===== config.mk =====
export PLATFORM = sky130hd
export DESIGN_NAME = sr_latch_driver_flat
export DESIGN_NICKNAME = d
export VERILOG_FILES = /design/src/rtl/sr_latch_driver_if.sv /design/src/rtl/sr_latch_driver.sv /design/src/flat_wrapper.sv
export SDC_FILE = /design/constraint.sdc
export NUM_CORES = 1
export LEC_CHECK = 0
export ABC_AREA = 1
export CAP_MARGIN = 20
export CORE_AREA = 5 5 42 44
export DETAILED_ROUTE_END_ITERATION = 10
export DIE_AREA = 0 0 47 49
export PLACE_DENSITY = 0.66
export SETUP_SLACK_MARGIN = 0.3
export SKIP_LAST_GASP = 1
export SYNTH_ARGS = -nofsm -noshare
export SYNTH_HDL_FRONTEND = slang
export SYNTH_SLANG_ARGS = --single-unit

===== constraint.sdc =====
create_clock -name clk -period 2.2 [get_ports clk]
set_clock_uncertainty 0.05 [all_clocks]
set_input_delay 0.44 -clock clk [delete_from_list [all_inputs] [get_ports clk]]
set_output_delay 0.44 -clock clk [all_outputs]
set_load 0.02 [all_outputs]

===== src/rtl/sr_latch_driver_if.sv =====
// Request/latch-drive bundle for sr_latch_driver: requester handshake, active-low
// latch drive, latch readback and status.
interface sr_latch_driver_if;
  logic req_valid;
  logic req_level;
  logic req_ready;
  logic s_n;
  logic r_n;
  logic q;
  logic q_not;
  logic busy;
  logic err;

  // master: the requester side, which also presents the latch readback
  modport master (
    output req_valid, req_level, q, q_not,
    input  req_ready, s_n, r_n, busy, err
  );

  modport slave (
    input  req_valid, req_level, q, q_not,
    output req_ready, s_n, r_n, busy, err
  );
endinterface


===== src/rtl/sr_latch_driver.sv =====
// Clocked front end for an SR latch: one timed active-low set/reset pulse per request.
// Optional readback check of q/q_not enabled by macro SR_LATCH_DRIVER_READBACK_EN.
module sr_latch_driver #(
  parameter int unsigned PULSE_CYCLES = 2,
  parameter int unsigned GAP_CYCLES   = 1
) (
  input logic              clk,
  input logic              rst,
  sr_latch_driver_if.slave bus
);

  localparam int unsigned MAX_CNT = (PULSE_CYCLES > GAP_CYCLES) ? PULSE_CYCLES : GAP_CYCLES;
  localparam int          CNT_W   = $clog2(MAX_CNT + 1);

  typedef enum logic [2:0] {
    IDLE,
    PULSE_SET,
    PULSE_RESET,
    CHECK,
    GAP
  } state_e;

  state_e           state_q;
  logic [CNT_W-1:0] cnt_q;
  logic             lvl_q;
  logic             s_n_q;
  logic             r_n_q;
  logic             ready_q;
  logic             busy_q;
`ifdef SR_LATCH_DRIVER_READBACK_EN
  logic             err_q;
`endif

  // s_n and r_n are only ever pulled low in their own pulse state, so they can
  // never be low together, and both are reset high asynchronously.
  // NOTE: every output is a flop, so the async reset forces the latch drive
  // inactive immediately, without waiting for a clock edge.
  always_ff @(posedge clk or posedge rst) begin
    if (rst) begin
      state_q <= IDLE;
      cnt_q   <= '0;
      lvl_q   <= 1'b0;
      s_n_q   <= 1'b1;
      r_n_q   <= 1'b1;
      ready_q <= 1'b0;
      busy_q  <= 1'b0;
`ifdef SR_LATCH_DRIVER_READBACK_EN
      err_q   <= 1'b0;
`endif
    end else begin
      // NOTE: non-blocking assignments throughout, so every branch reads the
      // pre-edge register values regardless of statement order.
      case (state_q)
        IDLE: begin
          if (bus.req_valid && ready_q) begin
            lvl_q   <= bus.req_level;
            cnt_q   <= CNT_W'(PULSE_CYCLES);
            ready_q <= 1'b0;
            busy_q  <= 1'b1;
            if (bus.req_level) begin
              state_q <= PULSE_SET;
              s_n_q   <= 1'b0;
            end else begin
              state_q <= PULSE_RESET;
              r_n_q   <= 1'b0;
            end
          end else begin
            ready_q <= 1'b1;
          end
        end

        PULSE_SET, PULSE_RESET: begin
          if (cnt_q == CNT_W'(1)) begin
            state_q <= CHECK;
            s_n_q   <= 1'b1;
            r_n_q   <= 1'b1;
          end else begin
            cnt_q <= cnt_q - CNT_W'(1);
          end
        end

        CHECK: begin
`ifdef SR_LATCH_DRIVER_READBACK_EN
          if ((bus.q != lvl_q) || (bus.q_not != ~lvl_q)) begin
            err_q <= 1'b1;
          end
`endif
          if (GAP_CYCLES != 0) begin
            state_q <= GAP;
            cnt_q   <= CNT_W'(GAP_CYCLES);
          end else begin
            state_q <= IDLE;
            busy_q  <= 1'b0;
            ready_q <= 1'b1;
          end
        end

        GAP: begin
          if (cnt_q == CNT_W'(1)) begin
            state_q <= IDLE;
            busy_q  <= 1'b0;
            ready_q <= 1'b1;
          end else begin
            cnt_q <= cnt_q - CNT_W'(1);
          end
        end

        default: begin
          state_q <= IDLE;
          s_n_q   <= 1'b1;
          r_n_q   <= 1'b1;
          busy_q  <= 1'b0;
          ready_q <= 1'b0;
        end
      endcase
    end
  end

  assign bus.s_n       = s_n_q;
  assign bus.r_n       = r_n_q;
  assign bus.req_ready = ready_q;
  assign bus.busy      = busy_q;

`ifdef SR_LATCH_DRIVER_READBACK_EN
  assign bus.err = err_q;
`else
  logic unused_readback;
  assign unused_readback = ^{bus.q, bus.q_not, lvl_q};
  assign bus.err         = 1'b0;
`endif

endmodule

===== src/flat_wrapper.sv =====
// flat-port wrapper written by rule: the top's interface ports become plain ports
module sr_latch_driver_flat 
#(
  parameter int unsigned PULSE_CYCLES = 2,
  parameter int unsigned GAP_CYCLES   = 1
)
  (clk, rst, bus_req_valid, bus_req_level, bus_q, bus_q_not, bus_req_ready, bus_s_n, bus_r_n, bus_busy, bus_err);
  sr_latch_driver_if bus_i ();
  input logic clk;
  input logic rst;
  input wire logic [$bits(bus_i.req_valid)-1:0] bus_req_valid;
  input wire logic [$bits(bus_i.req_level)-1:0] bus_req_level;
  input wire logic [$bits(bus_i.q)-1:0] bus_q;
  input wire logic [$bits(bus_i.q_not)-1:0] bus_q_not;
  output wire logic [$bits(bus_i.req_ready)-1:0] bus_req_ready;
  output wire logic [$bits(bus_i.s_n)-1:0] bus_s_n;
  output wire logic [$bits(bus_i.r_n)-1:0] bus_r_n;
  output wire logic [$bits(bus_i.busy)-1:0] bus_busy;
  output wire logic [$bits(bus_i.err)-1:0] bus_err;
  assign bus_i.req_valid = bus_req_valid;
  assign bus_i.req_level = bus_req_level;
  assign bus_i.q = bus_q;
  assign bus_i.q_not = bus_q_not;
  assign bus_req_ready = bus_i.req_ready;
  assign bus_s_n = bus_i.s_n;
  assign bus_r_n = bus_i.r_n;
  assign bus_busy = bus_i.busy;
  assign bus_err = bus_i.err;
  sr_latch_driver #(.PULSE_CYCLES(PULSE_CYCLES), .GAP_CYCLES(GAP_CYCLES)) u_core (.clk(clk), .rst(rst), .bus(bus_i));
endmodule

==> flow_summary.json, run 1 <==
{
  "outcome": "finished, final reports clean",
  "vias_per_cell": 4.93,
  "fmax_mhz": 535,
  "h-tree-depth": 1,
  "worst_setup_path_end_kind": "output port",
  "avgRoutedWirePerCell_um": 10.6,
  "hold_viol": 0,
  "setup_viol": 0,
  "crit_type": "reg2out",
  "die_h_um": 49,
  "rsz0062_at_grt": "no",
  "numCtsBuffers": 3,
  "grt_usage": 0.116,
  "power_density_nw_per_um2": 1830,
  "fin_tns_setup_ps": 0,
  "clkTransAtPathRegs_ps": 60,
  "ys_types": 18,
  "netlist_area_um2": 552,
  "path_cells": "clkdlybuf4s50_1",
  "cp-startpoint": "u_core.bus.s_n$_DFFE_PP1P_",
  "antenna_cells": 0,
  "dr.pass1.iters": 4,
  "rrSetupSlack_ps": 850,
  "critPathSlowestCell": "clkdlybuf4s50_1",
  "layout_setup_ws_ps": 330,
  "die_area_um2": 2300,
  "crit_arrival_ps": 1380,
  "dpl.hpwl_um": 856,
  "ys_warn_count": 0,
  "num-fill-cells": 152,
  "cts_buffer_depth": 2,
  "seq_area_frac_synth": 0.413,
  "final_common_cell": "nand2_1",
  "ioPinCount": 11,
  "postPlaceCellArea_um2": 634,
  "path_buf_inv": 1,
  "reg2reg_depth": 7,
  "fin_nets": 97,
  "cts_sinks": 9,
  "cts_tree": "built",
  "antenna_found_initial": 0,
  "row_count": 14,
  "gp_congestion": 0.762,
  "cp_top_family": "buffers and inverters",
  "max_stage_delay_ps": 590,
  "postSynthCellCount": 79,
  "hp-class": "in2async",
  "synth-seq-cells": 9,
  "pre_cts_slack_ps": 601,
  "first_global_vias": 461,
  "core_um2": 1400,
  "peakVddDrop_mv": 0.746,
  "cap_violations": 0,
  "timing.rr.start": "u_core.cnt_q[0]$_DFFE_PP0P_",
  "p_leak_nw": 0.374,
  "drt_iter0_drc": 16,
  "endpoint": "bus_s_n",
  "slew_violations": 0,
  "grt_pass1_wl_um": 1940,
  "finalWirelength_um": 1110,
  "period_share": 0.850,
  "r2r_end": "u_core.state_q[0]$_DFFE_PP0P_",
  "syn-num-nets": 86,
  "die_w_um": 47,
  "cts_root_buf": "clkbuf_4",
  "synth_area_per_cell_um2": 6.98,
  "critical_path.max_fanout": 2,
  "grt_max_degree": 11,
  "required_ps": 1710,
  "portBuffers": 7,
  "remaining_drc_errors": 0,
  "holdBufCountCts": 0,
  "post_route_cells_drive_above_1_share": 0.112,
  "clk_latency_ps": 260,
  "final_area_um2": 663,
  "vias": 518,
  "initial_core_util": 0.394,
  "ant_nets": 0,
  "mostFrequentLayoutCells": "nand2_1, inv_1, nand3_1",
  "worst-path-stages": 1,
  "area_delta_synth_final_pct": 20.2,
  "fin_crit_ps": 1870,
  "grt_remaining_overflow": 0,
  "start_kind": "register"
}
[cell usage after synthesis, drive strengths merged]
cell type / number / area (um^2)
a21oi: 1 / 8.76
and2: 1 / 6.26
buf: 1 / 7.51
conb: 1 / 3.75
dfrtp: 7 / 175
dfstp: 2 / 52.6
ha: 1 / 12.5
inv: 12 / 45.0
nand2: 29 / 114
nand3: 11 / 55.1
nand4: 5 / 31.3
nor2: 4 / 17.5
o211ai: 1 / 7.51
o21ai: 3 / 15.0
[stage by stage]
stage | util | hold slack (ps) | cells | total power [mW]
final | 0.473 | 393 | 105 | 1.21
after global routing | 0.473 | 412 | 105 | 1.36
after CTS | 0.471 | 392 | 105 | 1.22
after detailed placement | 0.453 | 409 | 101 | 1.09
after global placement | 0.453 | 400 | 101 | 1.07
after floorplan | - | 216 | 79 | 0.898
[final cells by class]
class                      count  area (um^2)  share of cell area
multi-input combinational     57          272               0.409
clock buffer                   4         26.3              0.0396
tap                           16         20.0              0.0302
timing repair buffer           7         72.6               0.109
sequential                     9          228               0.343
inverter                      12         45.0              0.0679
[routing by layer]
metal	routed length, um	global-route usage	up-vias
li1	-	-	274
met1	551	0.176	231
met2	482	0.145	9
met3	54	0.0221	4
met4	24	0.0691	0
met5	0	0	-
[cells by family (layout without fill, tap and decap cells)]
kind of cell | after synthesis | count (layout) | share of synthesized area
adders and majority gates | 1 | 1 | 0.0227
and+or+nand+nor | 50 | 50 | 0.406
buffers and inverters | 13 | 23 | 0.0952
AOI/OAI and AO/OA | 5 | 5 | 0.0567
other | 1 | 1 | 0.00680
DFF | 9 | 9 | 0.413
[report_power, final]
group | switching [mW] | leakage [nW] | internal (mW)
Combinational | 0.463 | 0.251 | 0.280
Sequential | 0.0690 | 0.108 | 0.270
Clock | 0.0591 | 0.0150 | 0.0700
Total | 0.591 | 0.374 | 0.620
[sequential cells by signal, summed over array words and instances, names as in the netlist]
register / flops
u_core.bus.s_n: 1
u_core.bus.busy: 1
u_core.cnt_q: 2
u_core.bus.r_n: 1
u_core.state_q: 3
u_core.bus.req_ready: 1
[what timing repair did]
action                                  in CTS  in global routing
endpoints found under the setup margin       0                  1
resized for setup                            0                  1
buffers inserted                             0                  0
[worst min path at each step]
stage                                        endpoint                        from  cells after the start  slack (ps)
final                     u_core.cnt_q[1]$_DFFE_PP0P_                         rst                      2         390
after global routing      u_core.cnt_q[1]$_DFFE_PP0P_                         rst                      2         410
after CTS                 u_core.cnt_q[1]$_DFFE_PP0P_                         rst                      2         390
after detailed placement   u_core.bus.r_n$_DFFE_PP1P_  u_core.bus.r_n$_DFFE_PP1P_                      2         410
after global placement     u_core.bus.s_n$_DFFE_PP1P_  u_core.bus.s_n$_DFFE_PP1P_                      2         400
after floorplan           u_core.bus.busy$_DFFE_PP0P_                         rst                      1         220
Note: power is estimated with default switching activity, not from simulation.
==> run 2: changes to the inputs <==
CAP_MARGIN = unset   (was 20)
==> results of run 2 <==
No change in the layout: final DEF, timing and power equal those of run 1.
==> run 3: changes to the inputs <==
DONT_BUFFER_PORTS = 1   (was unset)
PLACE_DENSITY = unset   (was 0.66)
clock period = 2.17 ns   (was 2.2 ns; I/O delays follow)
==> run 3 against run 2 <==
Combinational power shrank 15%. Cell count shrank 5.7%. Sequential share of layout area grew 3.6 points. First-iteration DRC count shrank 63%. Worst setup slack gained 500 ps. Routed wire length shrank 7.2%. Design area shrank 9.4%. Global-route usage shrank 1.2 points. Utilization shrank 4.5 points. Clock power is essentially flat. Critical path type is now reg2reg. Critical endpoint is now u_core.state_q[0]$_DFFE_PP0P_. Largest cell class unchanged. Largest power group unchanged. Highest routed layer is now met3.
==> flow_summary.json, run 3 (same netlist as run 1, synthesis figures left out) <==
{
  "die_h_um": 49,
  "cap_violations": 0,
  "outcome": "finished, final reports clean",
  "cts_tree": "built",
  "avgRoutedWirePerCell_um": 10.4,
  "worstHoldStart": "bus_req_valid",
  "finalWirelength_um": 1030,
  "hp-class": "in2reg",
  "grt_max_degree": 11,
  "first_global_vias": 405,
  "slew_violations": 0,
  "remaining_drc_errors": 0,
  "crit_arrival_ps": 1430,
  "h-tree-depth": 1,
  "r2r_end": "u_core.state_q[0]$_DFFE_PP0P_",
  "fin_nets": 91,
  "critical_path.max_fanout": 5,
  "largest_reg_flops": 3,
  "crit_type": "reg2reg",
  "clk_latency_ps": 260,
  "hold_viol": 0,
  "peakVddDrop_mv": 0.789,
  "rrSetupSlack_ps": 830,
  "num-fill-cells": 148,
  "dpl.hpwl_um": 810,
  "path_cells": "ha_1 -> inv_1 -> nand4_1 -> nand3_1 -> nand2_1",
  "numCtsBuffers": 3,
  "initial_core_util": 0.394,
  "holdBufCountCts": 1,
  "layout.cells.non_filler": 99,
  "postPlaceCellArea_um2": 564,
  "worst_setup_path_end_kind": "register",
  "fin_tns_setup_ps": 0,
  "period_share": 0.618,
  "mostFrequentLayoutCells": "nand2_1, inv_1, nand3_1",
  "regMostFlops": "u_core.state_q",
  "portBuffers": 0,
  "fin_crit_ps": 1340,
  "drt_iter0_drc": 6,
  "row_count": 14,
  "rsz0062_at_grt": "no",
  "timing.rr.start": "u_core.cnt_q[0]$_DFFE_PP0P_",
  "antenna_found_initial": 0,
  "ioPinCount": 11,
  "clkTransAtPathRegs_ps": 70,
  "post_cts_resized": 0,
  "reg2reg_depth": 5,
  "core_um2": 1400,
  "post_route_cells_drive_above_1_share": 0.120,
  "vias": 469,
  "cts_buffer_depth": 2,
  "antenna_cells": 0,
  "max_stage_delay_ps": 400,
  "vias_per_cell": 4.74,
  "die_w_um": 47,
  "final_common_cell": "nand2_1",
  "cts_sinks": 9,
  "p_leak_nw": 0.341,
  "grt_remaining_overflow": 0,
  "die_area_um2": 2300,
  "power_density_nw_per_um2": 1920,
  "grt_usage": 0.104,
  "required_ps": 2260,
  "cts_root_buf": "clkbuf_4",
  "reg_top3": "u_core.state_q: 3 flops, u_core.cnt_q: 2 flops",
  "grt_pass1_wl_um": 1760,
  "cts_setup_buffers": 0,
  "gp_congestion": 0.793,
  "hold_depth": 4,
  "ant_nets": 0,
  "fmax_mhz": 746,
  "critPathSlowestCell": "dfrtp_1",
  "final_area_um2": 601,
  "dr.pass1.iters": 3,
  "placed_cells": 94,
  "start_kind": "register",
  "cp-startpoint": "u_core.cnt_q[0]$_DFFE_PP0P_",
  "area_delta_synth_final_pct": 8.84,
  "setup_viol": 0,
  "hold_end": "u_core.bus.busy$_DFFE_PP0P_"
}
-- run 3: cell count changes in the layout (fill, tap and decap cells not counted), sizes merged --
cell and change:
dlymetal6s2s -1, dlygate4sd3 +1, clkdlybuf4s50 -6
-- run 3: cell type report --
class | count | area [um^2] | area share
sequential | 9 | 228 | 0.379
inverter | 12 | 45.0 | 0.0750
clock buffer | 4 | 26.3 | 0.0438
tap | 16 | 20.0 | 0.0333
multi-input combinational | 57 | 272 | 0.452
timing repair buffer | 1 | 10.0 | 0.0167
-- run 3: power breakdown --
| part | total, mW | internal, mW | switching, mW |
|---|---|---|---|
| Clock | 0.131 | 0.0709 | 0.0604 |
| Sequential | 0.395 | 0.276 | 0.119 |
| Combinational | 0.629 | 0.224 | 0.405 |
-- run 3: per-stage QoR --
| stage | util | total power, mW | worst slack (ps) | hold slack, ps |
|---|---|---|---|---|
| final | 0.429 | 1.16 | 830 | 361 |
| after global routing | 0.429 | 1.29 | 672 | 399 |
| after CTS | 0.429 | 1.16 | 824 | 357 |
| after detailed placement | 0.403 | 1.02 | 839 | 269 |
| after global placement | 0.403 | 1.02 | 834 | 269 |
| after floorplan | - | 0.910 | 976 | 210 |
-- run 3: how the worst max path moves through the flow --
stage                     depth (start not counted)                             to  slack, ps
after floorplan                                   7  u_core.state_q[0]$_DFFE_PP0P_        980
after global placement                            7  u_core.state_q[1]$_DFFE_PP0P_        830
after detailed placement                          5  u_core.state_q[1]$_DFFE_PP0P_        840
after CTS                                         5  u_core.state_q[1]$_DFFE_PP0P_        820
after global routing                              6     u_core.bus.s_n$_DFFE_PP1P_        670
final                                             5  u_core.state_q[0]$_DFFE_PP0P_        830
-- run 3: layer usage --
metal  up-vias  track usage  share of wire
met5         -            0              0
met4         0       0.0276              0
met3         0       0.0332          0.022
met2         3        0.138           0.46
met1       205        0.158           0.51
li1        261            -              -
-- run 3: worst max-delay path, delay by kind of cell, from the launching register on --
family,cells,cell delay [ps]
adder cells (fa/ha/maj),1,230
buffers and inverters,1,140
flip-flops,1,400
AND/OR/NAND/NOR,3,410
